$ cat src/rtl/pipe_stage_reg_if.sv
// Valid/ready handshake bundle carrying a control word and a datapath word between pipeline stages.
// master drives valid/ctrl/data and samples ready; slave does the reverse.
interface pipe_stage_reg_if #(
  parameter int CTRL_W = 10,
  parameter int DATA_W = 138
);
  logic              valid;
  logic              ready;
  logic [CTRL_W-1:0] ctrl;
  logic [DATA_W-1:0] data;

  modport master (output valid, output ctrl, output data, input ready);
  modport slave  (input valid, input ctrl, input data, output ready);
endinterface

$ cat src/rtl/pipe_stage_reg.sv
// Handshaked inter-stage pipeline register with 2-entry skid buffer and synchronous flush.
// Optional perf counters (stall/flush) are built only when PIPE_STAGE_PERF_EN is defined.
module pipe_stage_reg #(
  parameter int DATA_W = 138,
  parameter int CTRL_W = 10
) (
  input  logic             clock,
  input  logic             reset,
  input  logic             flush_i,
  pipe_stage_reg_if.slave  in_if,
  pipe_stage_reg_if.master out_if,
  output logic [1:0]       occupancy_o,
  output logic [15:0]      stall_cnt_o,
  output logic [7:0]       flush_cnt_o
);

  typedef enum logic [1:0] {
    EMPTY = 2'd0,
    ONE   = 2'd1,
    TWO   = 2'd2
  } state_e;

  state_e            state_q;
  logic              out_valid_q;
  logic [CTRL_W-1:0] main_ctrl_q, skid_ctrl_q;
  logic [DATA_W-1:0] main_data_q, skid_data_q;
  logic              accept;
  logic              drain;

  // in_ready comes straight from state; flush is the only combinational term.
  assign in_if.ready = (state_q != TWO) & ~flush_i;
  assign accept      = in_if.valid & in_if.ready;
  assign drain       = out_valid_q & out_if.ready;

  // NOTE: synchronous reset and non-blocking assignments only; the skid entry is cleared too so
  // every flop has a defined value after reset, even though its contents are don't-care when empty.
  always_ff @(posedge clock) begin
    if (reset || flush_i) begin
      state_q     <= EMPTY;
      out_valid_q <= 1'b0;
      main_ctrl_q <= '0;
      main_data_q <= '0;
      skid_ctrl_q <= '0;
      skid_data_q <= '0;
    end else begin
      unique case (state_q)
        EMPTY: begin
          if (accept) begin
            state_q     <= ONE;
            out_valid_q <= 1'b1;
            main_ctrl_q <= in_if.ctrl;
            main_data_q <= in_if.data;
          end
        end
        ONE: begin
          if (accept && drain) begin
            main_ctrl_q <= in_if.ctrl;
            main_data_q <= in_if.data;
          end else if (accept) begin
            state_q     <= TWO;
            skid_ctrl_q <= in_if.ctrl;
            skid_data_q <= in_if.data;
          end else if (drain) begin
            state_q     <= EMPTY;
            out_valid_q <= 1'b0;
            main_ctrl_q <= '0;
            main_data_q <= '0;
          end
        end
        TWO: begin
          if (drain) begin
            state_q     <= ONE;
            main_ctrl_q <= skid_ctrl_q;
            main_data_q <= skid_data_q;
          end
        end
        default: begin
          state_q     <= EMPTY;
          out_valid_q <= 1'b0;
          main_ctrl_q <= '0;
          main_data_q <= '0;
        end
      endcase
    end
  end

  // Main entry is zeroed on every path to EMPTY, so a bubble already carries NOP control.
  assign out_if.valid = out_valid_q;
  assign out_if.ctrl  = main_ctrl_q;
  assign out_if.data  = main_data_q;
  assign occupancy_o  = state_q;

`ifdef PIPE_STAGE_PERF_EN
  logic [15:0] stall_cnt_q, stall_cnt_d;
  logic [7:0]  flush_cnt_q, flush_cnt_d;

  always_comb begin
    stall_cnt_d = stall_cnt_q;
    flush_cnt_d = flush_cnt_q;
    if (out_valid_q && !out_if.ready && stall_cnt_q != 16'hFFFF)
      stall_cnt_d = stall_cnt_q + 16'd1;
    if (flush_i && state_q != EMPTY && flush_cnt_q != 8'hFF)
      flush_cnt_d = flush_cnt_q + 8'd1;
  end

  always_ff @(posedge clock) begin
    if (reset) begin
      stall_cnt_q <= '0;
      flush_cnt_q <= '0;
    end else begin
      stall_cnt_q <= stall_cnt_d;
      flush_cnt_q <= flush_cnt_d;
    end
  end

  assign stall_cnt_o = stall_cnt_q;
  assign flush_cnt_o = flush_cnt_q;
`else
  assign stall_cnt_o = '0;
  assign flush_cnt_o = '0;
`endif

endmodule

$ cat src/flat_wrapper.sv
// flat-port wrapper written by rule: the top's interface ports become plain ports
module pipe_stage_reg_flat 
#(
  parameter int DATA_W = 138,
  parameter int CTRL_W = 10
)
  (clock, reset, flush_i, occupancy_o, stall_cnt_o, flush_cnt_o, in_if_valid, in_if_ctrl, in_if_data, in_if_ready, out_if_valid, out_if_ctrl, out_if_data, out_if_ready);
  pipe_stage_reg_if #(.CTRL_W(CTRL_W), .DATA_W(DATA_W)) in_if_i ();
  pipe_stage_reg_if #(.CTRL_W(CTRL_W), .DATA_W(DATA_W)) out_if_i ();
  input  logic clock;
  input  logic reset;
  input  logic flush_i;
  output logic [1:0] occupancy_o;
  output logic [15:0] stall_cnt_o;
  output logic [7:0] flush_cnt_o;
  input wire logic [$bits(in_if_i.valid)-1:0] in_if_valid;
  input wire logic [$bits(in_if_i.ctrl)-1:0] in_if_ctrl;
  input wire logic [$bits(in_if_i.data)-1:0] in_if_data;
  output wire logic [$bits(in_if_i.ready)-1:0] in_if_ready;
  output wire logic [$bits(out_if_i.valid)-1:0] out_if_valid;
  output wire logic [$bits(out_if_i.ctrl)-1:0] out_if_ctrl;
  output wire logic [$bits(out_if_i.data)-1:0] out_if_data;
  input wire logic [$bits(out_if_i.ready)-1:0] out_if_ready;
  assign in_if_i.valid = in_if_valid;
  assign in_if_i.ctrl = in_if_ctrl;
  assign in_if_i.data = in_if_data;
  assign in_if_ready = in_if_i.ready;
  assign out_if_valid = out_if_i.valid;
  assign out_if_ctrl = out_if_i.ctrl;
  assign out_if_data = out_if_i.data;
  assign out_if_i.ready = out_if_ready;
  pipe_stage_reg #(.DATA_W(DATA_W), .CTRL_W(CTRL_W)) u_core (.clock(clock), .reset(reset), .flush_i(flush_i), .in_if(in_if_i), .out_if(out_if_i), .occupancy_o(occupancy_o), .stall_cnt_o(stall_cnt_o), .flush_cnt_o(flush_cnt_o));
endmodule
$ cat config.mk
export PLATFORM = sky130hd
export DESIGN_NAME = pipe_stage_reg_flat
export DESIGN_NICKNAME = d
export VERILOG_FILES = /design/src/rtl/pipe_stage_reg_if.sv /design/src/rtl/pipe_stage_reg.sv /design/src/flat_wrapper.sv
export SDC_FILE = /design/constraint.sdc
export NUM_CORES = 1
export LEC_CHECK = 0
export ABC_AREA = 1
export CAP_MARGIN = 20
export CORE_MARGIN = 2
export CORE_UTILIZATION = 52
export DETAILED_ROUTE_END_ITERATION = 7
export GPL_TIMING_DRIVEN = 0
export PLACE_DENSITY = 0.85
export RECOVER_POWER = 25
export SETUP_SLACK_MARGIN = 0.1
export SYNTH_ARGS = -nofsm -noshare
export SYNTH_HDL_FRONTEND = slang
export SYNTH_SLANG_ARGS = --single-unit
$ cat constraint.sdc
create_clock -name clock -period 3.3 [get_ports clock]
set_input_delay 0.99 -clock clock [delete_from_list [all_inputs] [get_ports clock]]
set_output_delay 0.99 -clock clock [all_outputs]
set_load 0.01 [all_outputs]
==> results.toml, run 1 <==
[yosys]
ys_seq_area_share_pct = 48.6
synth_area_per_cell_um2 = 6.78
synth.largest_area_cell = "dfxtp_1"
synth_top_area_share_pct = 48.6
synthCells = 1817
synthSimpleGateAreaFrac_pct = 32.4
synth-seq-cells = 299
synth_compound_area_share_pct = 12.4
yosys_warnings = 0
ys_types = 23
synthXorXnorAreaFrac_pct = 0
synthAdderAreaFrac_pct = 0
synthMuxAreaShare_pct = 0
synth_area_leaders = "dfxtp_1, nand2_1, a21oi_1"
synth_area_mm2 = 0.0123
synth_top_family_by_area = "simple AND/OR/NAND/NOR gates"

[flow_run]
maxCapViolCount = 0

[die]
die_area_mm2 = 0.0249
fp.dieW_um = 158
rows = 56
die_h_um = 158
initial_utilization_pct = 52.8
core_mm2 = 0.0233
io_pins = 329

[timing]
maxSlewViolCount = 0
fin_crit_sh_pct = 95.3
whs_ps = 459
setup_ws_ps = 155
tns_ps = 0
tightest_slew_ps = 936
setup_violations = 0
hold_viol = 0
max_freq_mhz = 318
skew_ps = 7.23
fin_crit_ps = 3140
rsz0062_at_grt = "no"
max_slew_margin_pct = 37.6

[drt]
firstDrtPassIters = 6
route.detailed.drc = 0
viasPerCell = 5.05
routed_wirelength_um = 36900
drtAntennaViolNets = 0
detail_route.iter0.violations = 947
wl_per_cell_um = 14.6
num_vias = 12700

[clock_tree]
path_clk_slew_ps = 60
cts.sink_count = 299
holdBufCountCts = 0
cts.htree.levels = 1
cts_tree = "built"
clock_latency_ps = 540
cts-root-buf = "clkbuf_16"
clockBufferDepth = 3
cts_made_buffers = 30

[power]
leakagePower_nw = 6.64
ir_drop_mv = 0.367
totalPowerFinal_mw = 8.10
power_per_cell_area_mw_per_mm2 = 480

[placement]
io_buffers = 304
gp_congestion = 0.887
dp.final_hpwl_um = 26000
place_area_mm2 = 0.0158
dp_slack_ps = -74.8

[critical_path]
end_kind = "output port"
crit_path_max_fanout = 3
critPathRequiredTime_ps = 2310
start_kind = "primary input"
worst-setup-path-type = "primary input to output port"
crit_arrival_ps = 2150
rr_worst_depth = 9

[global_routing]
grt_pass1_vias = 11800
antenna_found_initial = 1
grt_max_degree = 15
grt_first_pass_wirelength_um = 57400
grt_usage_pct = 28.5
grt_overflow = 0

[cells_and_area]
nets = 2331
area_growth_syn_to_layout_pct = 37.0
drive_above_1_share_pct = 6.82
fillers = 1892
design_area_mm2 = 0.0169

[hold_path]
hp-class = "flip-flop to flip-flop"
holdPathStages = 2

[status]
status = "finished clean"
[sequential cells by signal (all words and copies together), names as in the netlist]
name / cells
u_core.skid_ctrl_q: 10
u_core.out_if.ctrl: 10
u_core.skid_data_q: 138
u_core.out_if.data: 138
u_core.out_if.valid: 1
u_core.occupancy_o: 2
[worst max-delay path, cell delays in order]
cell and delay (ps):
clkdlybuf4s50_1 490, nor2_1 130, clkdlybuf4s50_1 540
[placed cells by master, fill, tap and decap left out, drive strengths merged]
cell type         n
buf              94
inv               6
or2               1
clkinvlp          2
a21oi           299
nand4             1
o21ai             1
bufinv            2
dlygate4sd3      44
o22ai             1
conb             24
clkdlybuf4s50   260
clkinv            6
nor2              8
o21bai            1
nand2          1042
diode             1
clkbuf          108
nand3             2
dfxtp           299
[through the flow]
step / instances / util (%)
finish: 2521 / 72.3
global route: 2521 / 72.3
CTS: 2518 / 72.2
detailed placement: 2463 / 67.9
global placement: 2463 / 67.9
floorplan: 1840 / -
[cell families (layout without fill, tap and decap cells)]
| logic type | count (synthesis) | after routing |
|---|---|---|
| other | 1 | 25 |
| buffers and inverters | 161 | 522 |
| DFF | 299 | 299 |
| AOI/OAI and AO/OA | 302 | 302 |
| and+or+nand+nor | 1054 | 1054 |
[area by class of cell]
type                            instances  area (µm²)  share of cell area [%]
Antenna cell                            1        2.50                  0.0148
Buffer                                153         785                    4.65
Clock buffer                           47         916                    5.43
Clock inverter                          8        92.6                   0.549
Inverter                                8        33.8                   0.200
Multi-Input combinational cell       1380        5590                    33.2
Sequential cell                       299        5990                    35.5
Tap cell                              319         399                    2.37
Timing Repair Buffer                  306        3060                    18.1
[synthesized netlist by cell type, drive strengths merged]
cell and number:
inv 7, buf 98, or2 1, o21ai 1, clkinv 1, dfxtp 299, nand2 1042, conb 1
o22ai 1, clkbuf 55, nand4 1, nor2 8, o21bai 1, nand3 2, a21oi 299
[path summary, 6_finish.rpt]
check,startpoint,to,slack [ps]
max,flush_i,in_if_ready,160
min,u_core.out_if.data[127]$_SDFFE_PP0P_,u_core.out_if.data[127]$_SDFFE_PP0P_,460
max reg2reg,u_core.occupancy_o[0]$_SDFFE_PP0P_,u_core.skid_data_q[45]$_SDFFE_PP0P_,970
min reg2reg,u_core.out_if.data[127]$_SDFFE_PP0P_,u_core.out_if.data[127]$_SDFFE_PP0P_,460
[layer usage]
| metal | track usage, % | wire length, µm | vias to the layer above |
|---|---|---|---|
| met5 | 0 | 0 | - |
| met4 | 10.6 | 1240 | 0 |
| met3 | 7.39 | 3440 | 92 |
| met2 | 48.1 | 17400 | 510 |
| met1 | 34.9 | 14800 | 5775 |
| li1 | - | - | 6364 |
[timing repair]
action / 4_1_cts / 5_1_grt
gates resized for setup: 3 / 2
setup endpoints to repair: 1 / 1
buffers inserted: 0 / 2
[power by group]
group	internal, mW	switching (mW)
combinational	0.434	0.524
sequential	3.67	0.0346
clock	2.05	1.39
total	6.16	1.95
(Power assumes the default switching activity.)
==> inputs of run 2 (changes only) <==
==> constraint.sdc (replaced) <==
create_clock -name clock -period 3.3 [get_ports clock]
set_input_delay 0.495 -clock clock [delete_from_list [all_inputs] [get_ports clock]]
set_output_delay 0.495 -clock clock [all_outputs]
set_load 0.01 [all_outputs]
==> results.toml, run 2 (same netlist as run 1, synthesis figures left out) <==
[clock_tree]
post_cts_buffers = 0
clock_latency_ps = 540
cts-root-buf = "clkbuf_16"
cts.sink_count = 299
cts_resized = 0
path_clk_slew_ps = 60
clockBufferDepth = 3
holdBufCountCts = 0
cts_tree = "built"
cts_made_buffers = 30
cts.htree.levels = 1

[global_routing]
grt_first_pass_wirelength_um = 57400
antenna_found_initial = 0
grt_overflow = 0
grt_usage_pct = 28.5
grt_max_degree = 15
grt_pass1_vias = 11800

[timing]
fin_crit_sh_pct = 87.9
skew_ps = 6.44
maxSlewViolCount = 0
tightest_slew_ps = 933
fin_crit_ps = 2900
max_freq_mhz = 345
setup_violations = 0
max_slew_margin_pct = 37.8
tns_ps = 0
rsz0062_at_grt = "no"
hold_viol = 0

[critical_path]
crit_path_max_fanout = 10
path_cells = "inv_1, nand2_1, clkinv_1, clkbuf_1, nor2_1, clkdlybuf4s50_1"
timing.critical_path.buf_inv = 4
start_kind = "flip-flop"
critPathMaxStageDelay_ps = 550
worst-setup-path-type = "flip-flop to output port"
cp_top_family = "buffers and inverters"
crit_arrival_ps = 2410
crit_slowest_cell = "clkdlybuf4s50_1"
critPathRequiredTime_ps = 2800
end_kind = "output port"

[drt]
drtAntennaViolNets = 0
route.detailed.drc = 0
num_vias = 12700
firstDrtPassIters = 6
viasPerCell = 5.05
wl_per_cell_um = 14.6
detail_route.iter0.violations = 938
routed_wirelength_um = 36800

[placement]
gp_congestion = 0.887
dp.final_hpwl_um = 26000
io_buffers = 304
place_area_mm2 = 0.0158

[cells_and_area]
design_area_mm2 = 0.0168
layout_common_cells = "nand2_1, dfxtp_1, a21oi_1"
area_growth_syn_to_layout_pct = 36.7
nets = 2329
final_common_cell = "nand2_1"
drive_above_1_share_pct = 6.37
fin_util_pct = 72.1

[power]
power_frac_comb_pct = 11.8
swShare_pct = 24.0
leakagePower_nw = 6.62
power_per_cell_area_mw_per_mm2 = 481
ir_drop_mv = 0.367
intPower_mw = 6.16
p_seq_share_pct = 45.8
switchingPower_mw = 1.94
clkPwrFrac_pct = 42.4

[die]
io_pins = 329
initial_utilization_pct = 52.8
die_area_mm2 = 0.0249
die_h_um = 158
fp.dieW_um = 158
rows = 56
core_mm2 = 0.0233

[flow_run]
maxCapViolCount = 0

[hold_path]
hp-class = "flip-flop to flip-flop"

[status]
status = "finished clean"
## run 2: final cells by class
class	count	area (µm²)
Timing Repair Buffer	304	3040
Fill cell	1893	6500
Antenna cell	1	2.50
Multi-Input combinational cell	1380	5580
Sequential cell	299	5990
Tap cell	319	399
Clock buffer	47	916
Clock inverter	8	92.6
Inverter	8	30.0
Buffer	153	779
## run 2: final timing paths
check | start | end | slack [ps] | depth (start not counted)
max | u_core.occupancy_o[0]$_SDFFE_PP0P_ | in_if_ready | 400 | 6
min reg2reg | u_core.out_if.data[127]$_SDFFE_PP0P_ | u_core.out_if.data[127]$_SDFFE_PP0P_ | 460 | 2
min | u_core.out_if.data[127]$_SDFFE_PP0P_ | u_core.out_if.data[127]$_SDFFE_PP0P_ | 460 | 2
max reg2reg | u_core.occupancy_o[0]$_SDFFE_PP0P_ | u_core.skid_data_q[45]$_SDFFE_PP0P_ | 720 | 9
## run 2: metal layers
| layer | vias up | part of all wire (%) | global-route usage, % |
|---|---|---|---|
| met1 | 5754 | 40 | 34.9 |
| met3 | 101 | 9.3 | 7.42 |
| met2 | 515 | 47 | 48.1 |
| met4 | 0 | 3.4 | 10.5 |
| li1 | 6362 | - | - |
| met5 | - | 0 | 0 |
## run 2: through the flow
step | power (mW) | setup slack (ps) | cells | hold slack (ps)
floorplan | 4.27 | 1710 | 1840 | 440
global placement | 4.72 | 438 | 2463 | 448
detailed placement | 4.74 | 420 | 2463 | 452
CTS | 8.14 | 435 | 2518 | 461
global route | 8.40 | 236 | 2518 | 475
finish | 8.10 | 400 | 2519 | 459
## run 2: worst min-delay path: stages, from the launching register on
cell	delay, ps
dfxtp_1	300
nand2_1	60
a21oi_1	50
## run 2: power by group through the flow
stage	Clock [mW]	Sequential [mW]	Combinational (mW)
6_report	3.43	3.71	0.956
5_1_grt	3.64	3.71	1.05
4_1_cts	3.47	3.71	0.959
3_5_place_dp	0	3.79	0.949
3_3_place_gp	0	3.79	0.935
2_1_floorplan	0	3.81	0.458
==> inputs of run 3 (changes only) <==
- GPL_ROUTABILITY_DRIVEN: default -> 0
- GPL_TIMING_DRIVEN: 0 -> 1
- SLEW_MARGIN: default -> 30
==> results.toml, run 3 (same netlist as run 1, synthesis figures left out) <==
[die]
fp.dieW_um = 158
rows = 56
initial_utilization_pct = 52.8
io_pins = 329
die_h_um = 158
core_mm2 = 0.0233
die_area_mm2 = 0.0249

[cells_and_area]
nets = 2196
diodes = 0
final_common_cell = "nand2_1"
area_growth_syn_to_layout_pct = 33.5
drive_above_1_share_pct = 4.02
fillers = 1860
layout_common_cells = "nand2_1, dfxtp_1, a21oi_1"
fin_util_pct = 70.4
final_cells = 2384

[timing]
fin_crit_sh_pct = 79.0
tns_ps = 0
skew_ps = 23.5
rsz0062_at_grt = "no"
setup_violations = 0
fin_crit_ps = 2610
max_freq_mhz = 383
tightest_slew_ps = 1870
hold_viol = 0
maxSlewViolCount = 42
max_slew_margin_pct = -24.4

[clock_tree]
cts_made_buffers = 30
path_clk_slew_ps = 60
cts.sink_count = 299
holdBufCountCts = 0
cts_resized = 0
cts.htree.levels = 1
cts-root-buf = "clkbuf_16"
post_cts_buffers = 0
clockBufferDepth = 3
cts_tree = "built"
clock_latency_ps = 550

[drt]
routed_wirelength_um = 35100
drtAntennaViolNets = 0
route.detailed.drc = 0
viasPerCell = 5.20
detail_route.iter0.violations = 1061
firstDrtPassIters = 8
num_vias = 12400
wl_per_cell_um = 14.7

[critical_path]
critPathMaxStageDelay_ps = 1380
path_cells = "dlygate4sd3_1, or2_4, clkbuf_1, a21oi_1"
crit_slowest_cell = "clkbuf_1"
worst-setup-path-type = "primary input to flip-flop"
crit_arrival_ps = 2950
cp_top_family = "buffers and inverters"
crit_path_max_fanout = 41
timing.critical_path.buf_inv = 2
critPathRequiredTime_ps = 3640
start_kind = "primary input"
end_kind = "flip-flop"
rrSetupSlack_ps = 1190

[power]
power_frac_comb_pct = 11.0
power_per_cell_area_mw_per_mm2 = 499
p_seq_share_pct = 45.2
ir_drop_mv = 0.351
clkPwrFrac_pct = 43.8
intPower_mw = 6.25
switchingPower_mw = 1.96
leakagePower_nw = 6.56
swShare_pct = 23.8

[placement]
dp.cells = 2330
io_buffers = 304
dp.final_hpwl_um = 21300

[global_routing]
grt_overflow = 0
grt_max_degree = 150
grt_usage_pct = 27.2
grt_pass1_vias = 11500
antenna_found_initial = 1
grt_first_pass_wirelength_um = 55700

[hold_path]
hp-class = "flip-flop to flip-flop"

[status]
status = "complete, but fails checks"
violations = "capacitance limit, slew limit"

[flow_run]
maxCapViolCount = 1
## run 3: worst paths after layout
path / start / to / cells past startpoint
setup / recovery: flush_i / u_core.out_if.data[37]$_SDFFE_PP0P_ / 4
hold / removal: u_core.out_if.ctrl[1]$_SDFFE_PP0P_ / u_core.out_if.ctrl[1]$_SDFFE_PP0P_ / 2
setup reg to reg: u_core.occupancy_o[0]$_SDFFE_PP0P_ / u_core.out_if.data[57]$_SDFFE_PP0P_ / 9
hold reg to reg: u_core.out_if.ctrl[1]$_SDFFE_PP0P_ / u_core.out_if.ctrl[1]$_SDFFE_PP0P_ / 2
## run 3: power groups by stage
stage	Sequential [mW]	Combinational, mW	Clock (mW)
2_1_floorplan	3.81	0.458	0
3_3_place_gp	3.79	0.890	0
3_5_place_dp	3.79	0.905	0
4_1_cts	3.71	0.913	3.63
5_1_grt	3.72	0.989	3.79
6_report	3.71	0.899	3.60
## run 3: layer usage
| layer | track usage (%) | part of all wire, % |
|---|---|---|
| met4 | 10.1 | 3.2 |
| met2 | 45.7 | 48 |
| met5 | 0 | 0.037 |
| met1 | 34.2 | 40 |
| met3 | 6.02 | 9.4 |
## run 3: tightest hold or removal path, cell delays in order, from the launching register on
cell and delay (ps):
dfxtp_1 300, nand2_1 50, a21oi_1 50
## run 3: stage by stage
step / setup slack [ps] / hold WS [ps] / instance area (µm²) / power (mW)
2_1_floorplan: 1710 / 440 / 12400 / 4.27
3_3_place_gp: 822 / 447 / 15400 / 4.68
3_5_place_dp: 724 / 452 / 15400 / 4.70
4_1_cts: 946 / 462 / 16400 / 8.25
5_1_grt: 525 / 471 / 16400 / 8.50
6_report: 692 / 459 / 16400 / 8.21
## run 3: layout make-up
type | count | area, µm² | area share (%)
clock buffers | 38 | 842 | 5.12
clock inverters | 16 | 208 | 1.26
inverters | 8 | 37.5 | 0.228
multi-input cells | 1380 | 5610 | 34.1
flip-flops and latches | 299 | 5990 | 36.4
well taps | 319 | 399 | 2.43
repair buffers | 324 | 3350 | 20.4
